**src/rtl/gray_decode_mc_if.sv**
```systemverilog
// Sample/result bus of the multi-channel Gray decoder.
// The master side presents Gray snapshots and the sticky-clear pulse;
// the slave side (the decoder) returns decoded values, deltas and error flags.
interface gray_decode_mc_if #(
    parameter int WIDTH = 10,
    parameter int NCH   = 4
) ();
    logic                  in_valid;
    logic [NCH*WIDTH-1:0]  gray_in;
    logic                  err_clr;
    logic                  out_valid;
    logic [NCH*WIDTH-1:0]  bin_out;
    logic [NCH*WIDTH-1:0]  delta_out;
    logic [NCH-1:0]        err_out;
    logic [NCH-1:0]        err_sticky;
    logic                  out_first;

    modport master (
        output in_valid, gray_in, err_clr,
        input  out_valid, bin_out, delta_out, err_out, err_sticky, out_first
    );

    modport slave (
        input  in_valid, gray_in, err_clr,
        output out_valid, bin_out, delta_out, err_out, err_sticky, out_first
    );
endinterface

```
**src/rtl/gray_decode_mc.sv**
```systemverilog
// Multi-channel two-stage Gray-to-binary decoder.
// Stage 1 captures the snapshot and flags Gray steps of more than one bit;
// stage 2 converts to binary and computes the per-channel increment.
module gray_decode_mc #(
    parameter int WIDTH = 10,
    parameter int NCH   = 4
) (
    input  logic             clk,
    input  logic             rst,
    gray_decode_mc_if.slave  bus
);
    // Stage 1 state
    logic                  s1_valid;
    logic                  s1_first;
    logic [NCH*WIDTH-1:0]  s1_gray;
    logic [NCH-1:0]        s1_err;
    logic                  has_prev;
    logic [NCH*WIDTH-1:0]  prev_gray;

    // Stage 2 / output state
    logic                  out_valid_r;
    logic                  first_r;
    logic [NCH*WIDTH-1:0]  bin_r;
    logic [NCH*WIDTH-1:0]  delta_r;
    logic [NCH-1:0]        err_r;
    logic [NCH-1:0]        sticky_r;
    logic [NCH*WIDTH-1:0]  prev_bin;

    // Combinational results feeding the two register stages
    logic [NCH-1:0]        hd_err;
    logic [NCH*WIDTH-1:0]  bin_nxt;
    logic [NCH*WIDTH-1:0]  delta_nxt;
    logic [WIDTH-1:0]      x;
    logic                  acc;

    // Per-channel Hamming check on the incoming word and prefix-XOR decode of stage 1
    always_comb begin
        // NOTE: every signal gets a default before any branch or loop so no latch is inferred.
        hd_err    = '0;
        bin_nxt   = '0;
        delta_nxt = '0;
        x         = '0;
        acc       = 1'b0;
        for (int c = 0; c < NCH; c++) begin
            // More than one bit set in x means the Gray code jumped.
            x         = bus.gray_in[c*WIDTH +: WIDTH] ^ prev_gray[c*WIDTH +: WIDTH];
            hd_err[c] = has_prev && ((x & (x - WIDTH'(1))) != '0);

            // Binary bit i is the XOR of all Gray bits from the MSB down to i.
            acc = 1'b0;
            for (int i = WIDTH - 1; i >= 0; i--) begin
                acc                  = acc ^ s1_gray[c*WIDTH + i];
                bin_nxt[c*WIDTH + i] = acc;
            end
            // Subtraction wraps naturally at WIDTH bits.
            delta_nxt[c*WIDTH +: WIDTH] = s1_first ? '0
                : bin_nxt[c*WIDTH +: WIDTH] - prev_bin[c*WIDTH +: WIDTH];
        end
    end

    // Stage 1: capture qualified snapshots and remember them for the next Hamming check
    always_ff @(posedge clk) begin
        // NOTE: sequential state uses non-blocking assignments so every register sees pre-edge values.
        if (rst) begin
            s1_valid  <= 1'b0;
            s1_first  <= 1'b0;
            s1_gray   <= '0;
            s1_err    <= '0;
            has_prev  <= 1'b0;
            prev_gray <= '0;
        end else begin
            s1_valid <= bus.in_valid;
            if (bus.in_valid) begin
                s1_gray   <= bus.gray_in;
                s1_err    <= hd_err;
                s1_first  <= !has_prev;
                prev_gray <= bus.gray_in;
                // Set on acceptance so a back-to-back follower already sees a predecessor.
                has_prev  <= 1'b1;
            end
        end
    end

    // Stage 2: publish decoded values and deltas; data holds across bubbles
    always_ff @(posedge clk) begin
        if (rst) begin
            out_valid_r <= 1'b0;
            first_r     <= 1'b0;
            bin_r       <= '0;
            delta_r     <= '0;
            err_r       <= '0;
            prev_bin    <= '0;
        end else begin
            out_valid_r <= s1_valid;
            if (s1_valid) begin
                bin_r    <= bin_nxt;
                delta_r  <= delta_nxt;
                err_r    <= s1_err;
                first_r  <= s1_first;
                prev_bin <= bin_nxt;
            end
        end
    end

    // Sticky error accumulation; a fresh error wins over a simultaneous clear
    always_ff @(posedge clk) begin
        if (rst) begin
            sticky_r <= '0;
        end else begin
            sticky_r <= (bus.err_clr ? '0 : sticky_r) | (out_valid_r ? err_r : '0);
        end
    end

    assign bus.out_valid  = out_valid_r;
    assign bus.bin_out    = bin_r;
    assign bus.delta_out  = delta_r;
    assign bus.err_out    = err_r;
    assign bus.err_sticky = sticky_r;
    assign bus.out_first  = first_r;
endmodule
```
**src/flat_wrapper.sv**
```systemverilog
// flat-port wrapper written by rule: the top's interface ports become plain ports
module gray_decode_mc_flat 
#(
    parameter int WIDTH = 10,
    parameter int NCH   = 4
)
  (clk, rst, bus_in_valid, bus_gray_in, bus_err_clr, bus_out_valid, bus_bin_out, bus_delta_out, bus_err_out, bus_err_sticky, bus_out_first);
  gray_decode_mc_if #(.WIDTH(WIDTH), .NCH(NCH)) bus_i ();
  input  logic clk;
  input  logic rst;
  input wire logic [$bits(bus_i.in_valid)-1:0] bus_in_valid;
  input wire logic [$bits(bus_i.gray_in)-1:0] bus_gray_in;
  input wire logic [$bits(bus_i.err_clr)-1:0] bus_err_clr;
  output wire logic [$bits(bus_i.out_valid)-1:0] bus_out_valid;
  output wire logic [$bits(bus_i.bin_out)-1:0] bus_bin_out;
  output wire logic [$bits(bus_i.delta_out)-1:0] bus_delta_out;
  output wire logic [$bits(bus_i.err_out)-1:0] bus_err_out;
  output wire logic [$bits(bus_i.err_sticky)-1:0] bus_err_sticky;
  output wire logic [$bits(bus_i.out_first)-1:0] bus_out_first;
  assign bus_i.in_valid = bus_in_valid;
  assign bus_i.gray_in = bus_gray_in;
  assign bus_i.err_clr = bus_err_clr;
  assign bus_out_valid = bus_i.out_valid;
  assign bus_bin_out = bus_i.bin_out;
  assign bus_delta_out = bus_i.delta_out;
  assign bus_err_out = bus_i.err_out;
  assign bus_err_sticky = bus_i.err_sticky;
  assign bus_out_first = bus_i.out_first;
  gray_decode_mc #(.WIDTH(WIDTH), .NCH(NCH)) u_core (.clk(clk), .rst(rst), .bus(bus_i));
endmodule
```
**config.mk**
```make
export PLATFORM = sky130hd
export DESIGN_NAME = gray_decode_mc_flat
export DESIGN_NICKNAME = d
export VERILOG_FILES = /design/src/rtl/gray_decode_mc_if.sv /design/src/rtl/gray_decode_mc.sv /design/src/flat_wrapper.sv
export SDC_FILE = /design/constraint.sdc
export NUM_CORES = 1
export LEC_CHECK = 0
export ABC_AREA = 1
export ABC_CLOCK_PERIOD_IN_PS = 5250
export BUFFER_PORTS_ARGS = -buffer_cell sky130_fd_sc_hd__buf_2
export CORE_MARGIN = 2
export CORE_UTILIZATION = 57
export DETAILED_ROUTE_END_ITERATION = 6
export PLACE_DENSITY = 0.82
export SYNTH_ARGS = -nofsm -noshare
export SYNTH_HDL_FRONTEND = slang
export SYNTH_SLANG_ARGS = --single-unit
```
**constraint.sdc**
```tcl
create_clock -name clk -period 5.25 [get_ports clk]
set_clock_uncertainty 0.1 [all_clocks]
set_input_delay 1.05 -clock clk [delete_from_list [all_inputs] [get_ports clk]]
set_output_delay 1.05 -clock clk [all_outputs]
set_load 0.01 [all_outputs]
```
# --- Word-level counts from Yosys, hierarchy flattened ---
# Cells that the tools add are included.
word_totals:
  output_inout_bits: 90
  word_cells: 79
  regBits: 137
  inputBits: 44
op_classes:
  n_bitwise: 45
  n_reduce_logical: 9
  mux: 6
  addsub: 8
ops:
  columns: ["operator", "n"]
  rows:
  - ["$and 10x10->10", 4]
  - ["$mux 10", 4]
  - ["$reduce_bool 10->1", 4]
  - ["$sub 10x1->10 const B", 4]
  - ["$sub 10x10->10", 4]
  - ["$xor 10x10->10", 4]
  - ["$xor 1x1->1", 36]
  - ["$mux 4", 2]
  - ["$logic_and 1x1->1", 4]
  - ["$or 4x4->4", 1]
  - ["$logic_not 1->1", 1]

# --- Longest topological paths before layout ---
logic_depth:
  depth_word: 11
  ltp_mapped: 31

# --- Least setup slack after synthesis ---
# Ideal clock, no wire load.
synth_timing:
  path_kind: "reg-to-reg"
  startpoint: "register u_core.s1_gray[8]"
  endpoint: "register u_core.delta_r[8] (netlist: u_core.bus.delta_out[8])"
  path_slack_ps: 1896
  setup_time_ps: 70
  path_buffers: 0
  t_arrival_ps: 3184
  path_stages_with_launch: 30
  cell_sequence: "dfxtp_1 -> inv_1 -> nand2_1 -> nand3_4 -> nand2_4 -> nand2_2 -> nand3_4 -> nand3_2 -> nand2_4 -> nand2_2 -> nand3_2 -> nand2_2 -> nand2_2 -> nand2_2 -> nand2_2 -> and2_1 -> ha_1 -> inv_1 -> fa_1 -> nand3_1 -> nand2_1 -> nand2_1 -> nand2_1 -> a21oi_1 -> nor2_1 -> o21ai_0 -> nand2_1 -> a21oi_1 -> o21ai_0 -> a21oi_1"
synth_via:
  elab_chain_len: 11
synth_rtl:
  columns: ["element", "line_no", "rtl"]
  rows:
  - ["start, declared", "gray_decode_mc.sv:15", "logic [NCH*WIDTH-1:0] s1_gray;"]
  - ["start signal, assigned", "gray_decode_mc.sv:74", "s1_gray <= bus.gray_in;"]
  - ["$xor 1x1->1 (*) (2 in a row)", "gray_decode_mc.sv:52", "acc = acc ^ s1_gray[c*WIDTH + i];"]
  - ["net u_core.bin_nxt[7]", "gray_decode_mc.sv:31", "logic [NCH*WIDTH-1:0] bin_nxt;"]
  - ["$xor 1x1->1 (*) (3 in a row)", "gray_decode_mc.sv:52", null]
  - ["net u_core.bin_nxt[4]", "gray_decode_mc.sv:31", null]
  - ["$xor 1x1->1 (*) (3 in a row)", "gray_decode_mc.sv:52", null]
  - ["net u_core.bin_nxt[1]", "gray_decode_mc.sv:31", null]
  - ["$xor 1x1->1", "gray_decode_mc.sv:52", null]
  - ["$sub 10x10->10 (*)", "gray_decode_mc.sv:57", ": bin_nxt[c*WIDTH +: WIDTH] - prev_bin[c*WIDTH +: WIDTH];"]
  - ["$mux 10 (*)", "gray_decode_mc.sv:56", "delta_nxt[c*WIDTH +: WIDTH] = s1_first ? '0"]
  - ["end signal, assigned", "gray_decode_mc.sv:97", "delta_r <= delta_nxt;"]
  - ["end, declared", "gray_decode_mc.sv:24", "logic [NCH*WIDTH-1:0] delta_r;"]
# The timed path passes the listed nets; every way through them passes the cells marked *.
# A chain may end at the register's enable or synchronous reset.

# --- Final worst setup path ---
layout_timing:
  startpoint: "register u_core.s1_gray[9]"
  endpoint: "register u_core.delta_r[8] (netlist: u_core.bus.delta_out[8])"
# Same word-level chain as after synthesis.

==> impl_metrics.tcl <==
set metrics [dict create \
    vdd_drop_max_v 0.0001928 \
    synth_top_family_by_area "simple AND/OR/NAND/NOR gates" \
    hold_depth 2 \
    crit_path_start_kind "flop" \
    coreArea_sq_um 13830 \
    netlist_top_cells_count "nand2_1 (169), a21oi_1 (164), inv_1 (157)" \
    hold_start "u_core.bus.delta_out[11]" \
    fmax_mhz 259.0 \
    setup_viol_count_final 0 \
    clkSinkCount 137 \
    hpwlAfterDp_mm 13.60 \
    grt_first_pass_wirelength_mm 31.91 \
    synthMuxAreaShare_pct 0 \
    synthArstFlopShare_pct 0 \
    crit_family "simple AND/OR/NAND/NOR gates" \
    slew_headroom_pct 28.68 \
    cts_tree "built" \
    vias_per_cell 5.316 \
    yosysMostFrequentCell "nand2_1" \
    drv_slew 0 \
    synthTopCellsByArea "dfxtp_1 (34%), a21oi_1 (10%), nand2_1 (7.9%), inv_1 (7.3%), o21ai_0 (7.3%)" \
    p_leak_uw 0.004470 \
    first_global_vias 7044 \
    postCtsSetupRepairBufs 0 \
    hold_end "u_core.bus.delta_out[11]" \
    fin_area_sq_um 9424 \
    finalWeightedCongestion 0.8807 \
    ys_warn_count 0 \
    drtIter0Drc 468 \
    io_buffer_count 133 \
    fillers 1174 \
    rr_startpoint "u_core.s1_gray[9]" \
    cp.arrival_ns 4.11 \
    finalHoldViolCount 0 \
    cp_slowest_stage_delay_ns 0.44 \
    finalCritPeriodShare_pct 73.54 \
    grt-ovfl-total 0 \
    row_count 43 \
    clkTransAtPathRegs_ns 0.06 \
    ff2ff_path_depth 29 \
    start_util_pct 58.13 \
    drc 0 \
    syn_avg_cell_area_sq_um 7.254 \
    synth_cell_types 35 \
    critPathRequiredTime_ns 5.50 \
    ys_ff_latch 137 \
    place_area_sq_um 8798 \
    track_usage_pct 26.47 \
    post_cts_resized 0 \
    synth_xor_area_share_pct 4.795 \
    cp-end-kind "flop" \
    maxCapViolCount 0 \
    cts_buffer_depth 2 \
    pin_count 134 \
    synth-compound-area-share_pct 19.60 \
    seq_area_frac_synth_pct 34.12 \
    antenna_left 0 \
    wirelength_mm 19.06 \
    synth_cells 1108 \
    die_w_microns 122.8 \
    syn-num-nets 1192 \
    detail_route.wl_per_cell_microns 13.45 \
    grt_max_degree 76 \
    cpMostUsedCell "nand2_2" \
    ff2ff_setup_slack_ns 1.39 \
    synth_area_sq_um 8038 \
    synth_flop_cell "dfxtp_1" \
    vias 7533 \
    area_growth_pct 17.25 \
    synth_edf_count 0 \
    synth_top_area_share_pct 34.12 \
    drive_gt1_share_pct 21.50 \
    synth-simple-area-share_pct 25.17 \
    cts_root_buffer "clkbuf_16" \
    grt_setup_unrepaired "false" \
    cts_hold_buf 0 \
    slowest_stage "dfxtp_1" \
    layout.nets 1308 \
    cellPowerDensity_nw_per_um2 360.7 \
    fin_crit_ns 3.861 \
    fin_tns_setup_ns 0 \
    synth_fa_ha_area_share_pct 6.600 \
    outcome "finished clean" \
    crit_path_max_fanout 5 \
    insertedDiodeCount 0 \
    cts_buffers 17 \
    htree_levels 4 \
    p_total_uw 3399 \
    synth_largest_area_cell "dfxtp_1" \
    firstDrtPassIters 5 \
    timing.rr.end "u_core.bus.delta_out[8]" \
    clk_latency_ns 0.43 \
    die_area_sq_um 15070 \
    antenna_found_initial 0 \
    worst_pin_slew_ns 1.070 \
    holdCritPathClass "flop to flop" \
    die_y_microns 122.8 \
    critical_path_buf_inv_count 2 \
    criticalPathCategory "flop to flop" \
]
layout by cell type, fill, tap and decap left out, types with 17 or more instances in the layout:
master	Yosys	final
nand2_1	169	169
a21oi_1	164	164
inv_1	157	155
dfxtp_1	137	136
buf_2	1	133
o21ai_0	117	117
nor2_1	64	64
nand3_1	45	45
ha_1	36	36
nand3_2	30	30
xnor2_1	27	27
nand2_2	27	27
nand2_4	18	18
xor2_1	17	17
clkbuf_16	0	17
final cells by class:
class / instances / area, sq um / area share [%]
Clock buffer: 17 / 425.4 / 4.514
Clock inverter: 15 / 200.2 / 2.124
Inverter: 163 / 611.8 / 6.492
Multi-Input combinational cell: 767 / 4514 / 47.90
Sequential cell: 137 / 2744 / 29.12
Tap cell: 180 / 225.2 / 2.390
Timing Repair Buffer: 138 / 703.2 / 7.461
metal layers:
metal,global-route usage [%],up-vias,share of wire (%)
li1,-,3877,-
met1,32.51,3437,45
met2,45.13,182,48
met3,5.483,37,4.8
met4,10.56,0,2.2
met5,0,-,0
flip-flops by register name (all words and copies together) (netlist names):
register	flops
u_core.bus.bin_out	40
u_core.bus.delta_out	40
u_core.s1_gray	40
u_core.bus.err_out	4
u_core.bus.err_sticky	4
u_core.s1_err	4
u_core.bus.out_first	1
u_core.bus.out_valid	1
u_core.has_prev	1
u_core.s1_first	1
u_core.s1_valid	1
stage by stage:
stage	setup WS, ns	hold slack [ns]	utilization (%)	std cells
final	1.389	0.3595	68.16	1417
after global routing	0.9570	0.3813	68.16	1417
after CTS	1.398	0.3621	68.16	1417
after detailed placement	1.536	0.3527	63.63	1385
after global placement	1.603	0.3462	63.63	1385
after floorplan	1.896	0.3343	-	1108
worst max-delay path by stage:
stage          cells after the start                from                  endpoint  slack [ns]
5_1_grt                           29   u_core.s1_gray[9]   u_core.bus.delta_out[8]        0.96
6_report                          29   u_core.s1_gray[9]   u_core.bus.delta_out[8]        1.39
4_1_cts                           29   u_core.s1_gray[9]   u_core.bus.delta_out[8]        1.40
3_3_place_gp                      30  u_core.s1_gray[29]  u_core.bus.delta_out[28]        1.60
2_1_floorplan                     29   u_core.s1_gray[8]   u_core.bus.delta_out[8]        1.90
3_5_place_dp                      30  u_core.s1_gray[19]  u_core.bus.delta_out[18]        1.54
power by group:
part	internal, uW	total [uW]	leakage, uW	switching [uW]
Combinational	355	938	0.00305	583
Sequential	1120	1190	0.00113	73.1
Clock	795	1270	0.000296	473
logic make-up after synthesis:
| family | count (synthesis) |
|---|---|
| compound gates | 302 |
| simple gates | 381 |
| xor+xnor | 44 |
| fa+ha+maj | 40 |
| flops | 137 |
| buf+inv | 204 |
worst register-to-register path: cells and delay by family (launching register included):
family                   cells  cell delay (ns)
flip-flops                   1             0.44
AO/OA/AOI/OAI                5             0.71
buffers and inverters        2             0.17
adder cells (fa/ha/maj)      2             0.61
AND/OR/NAND/NOR             20             1.75
Power figures use the tool's default switching activity.
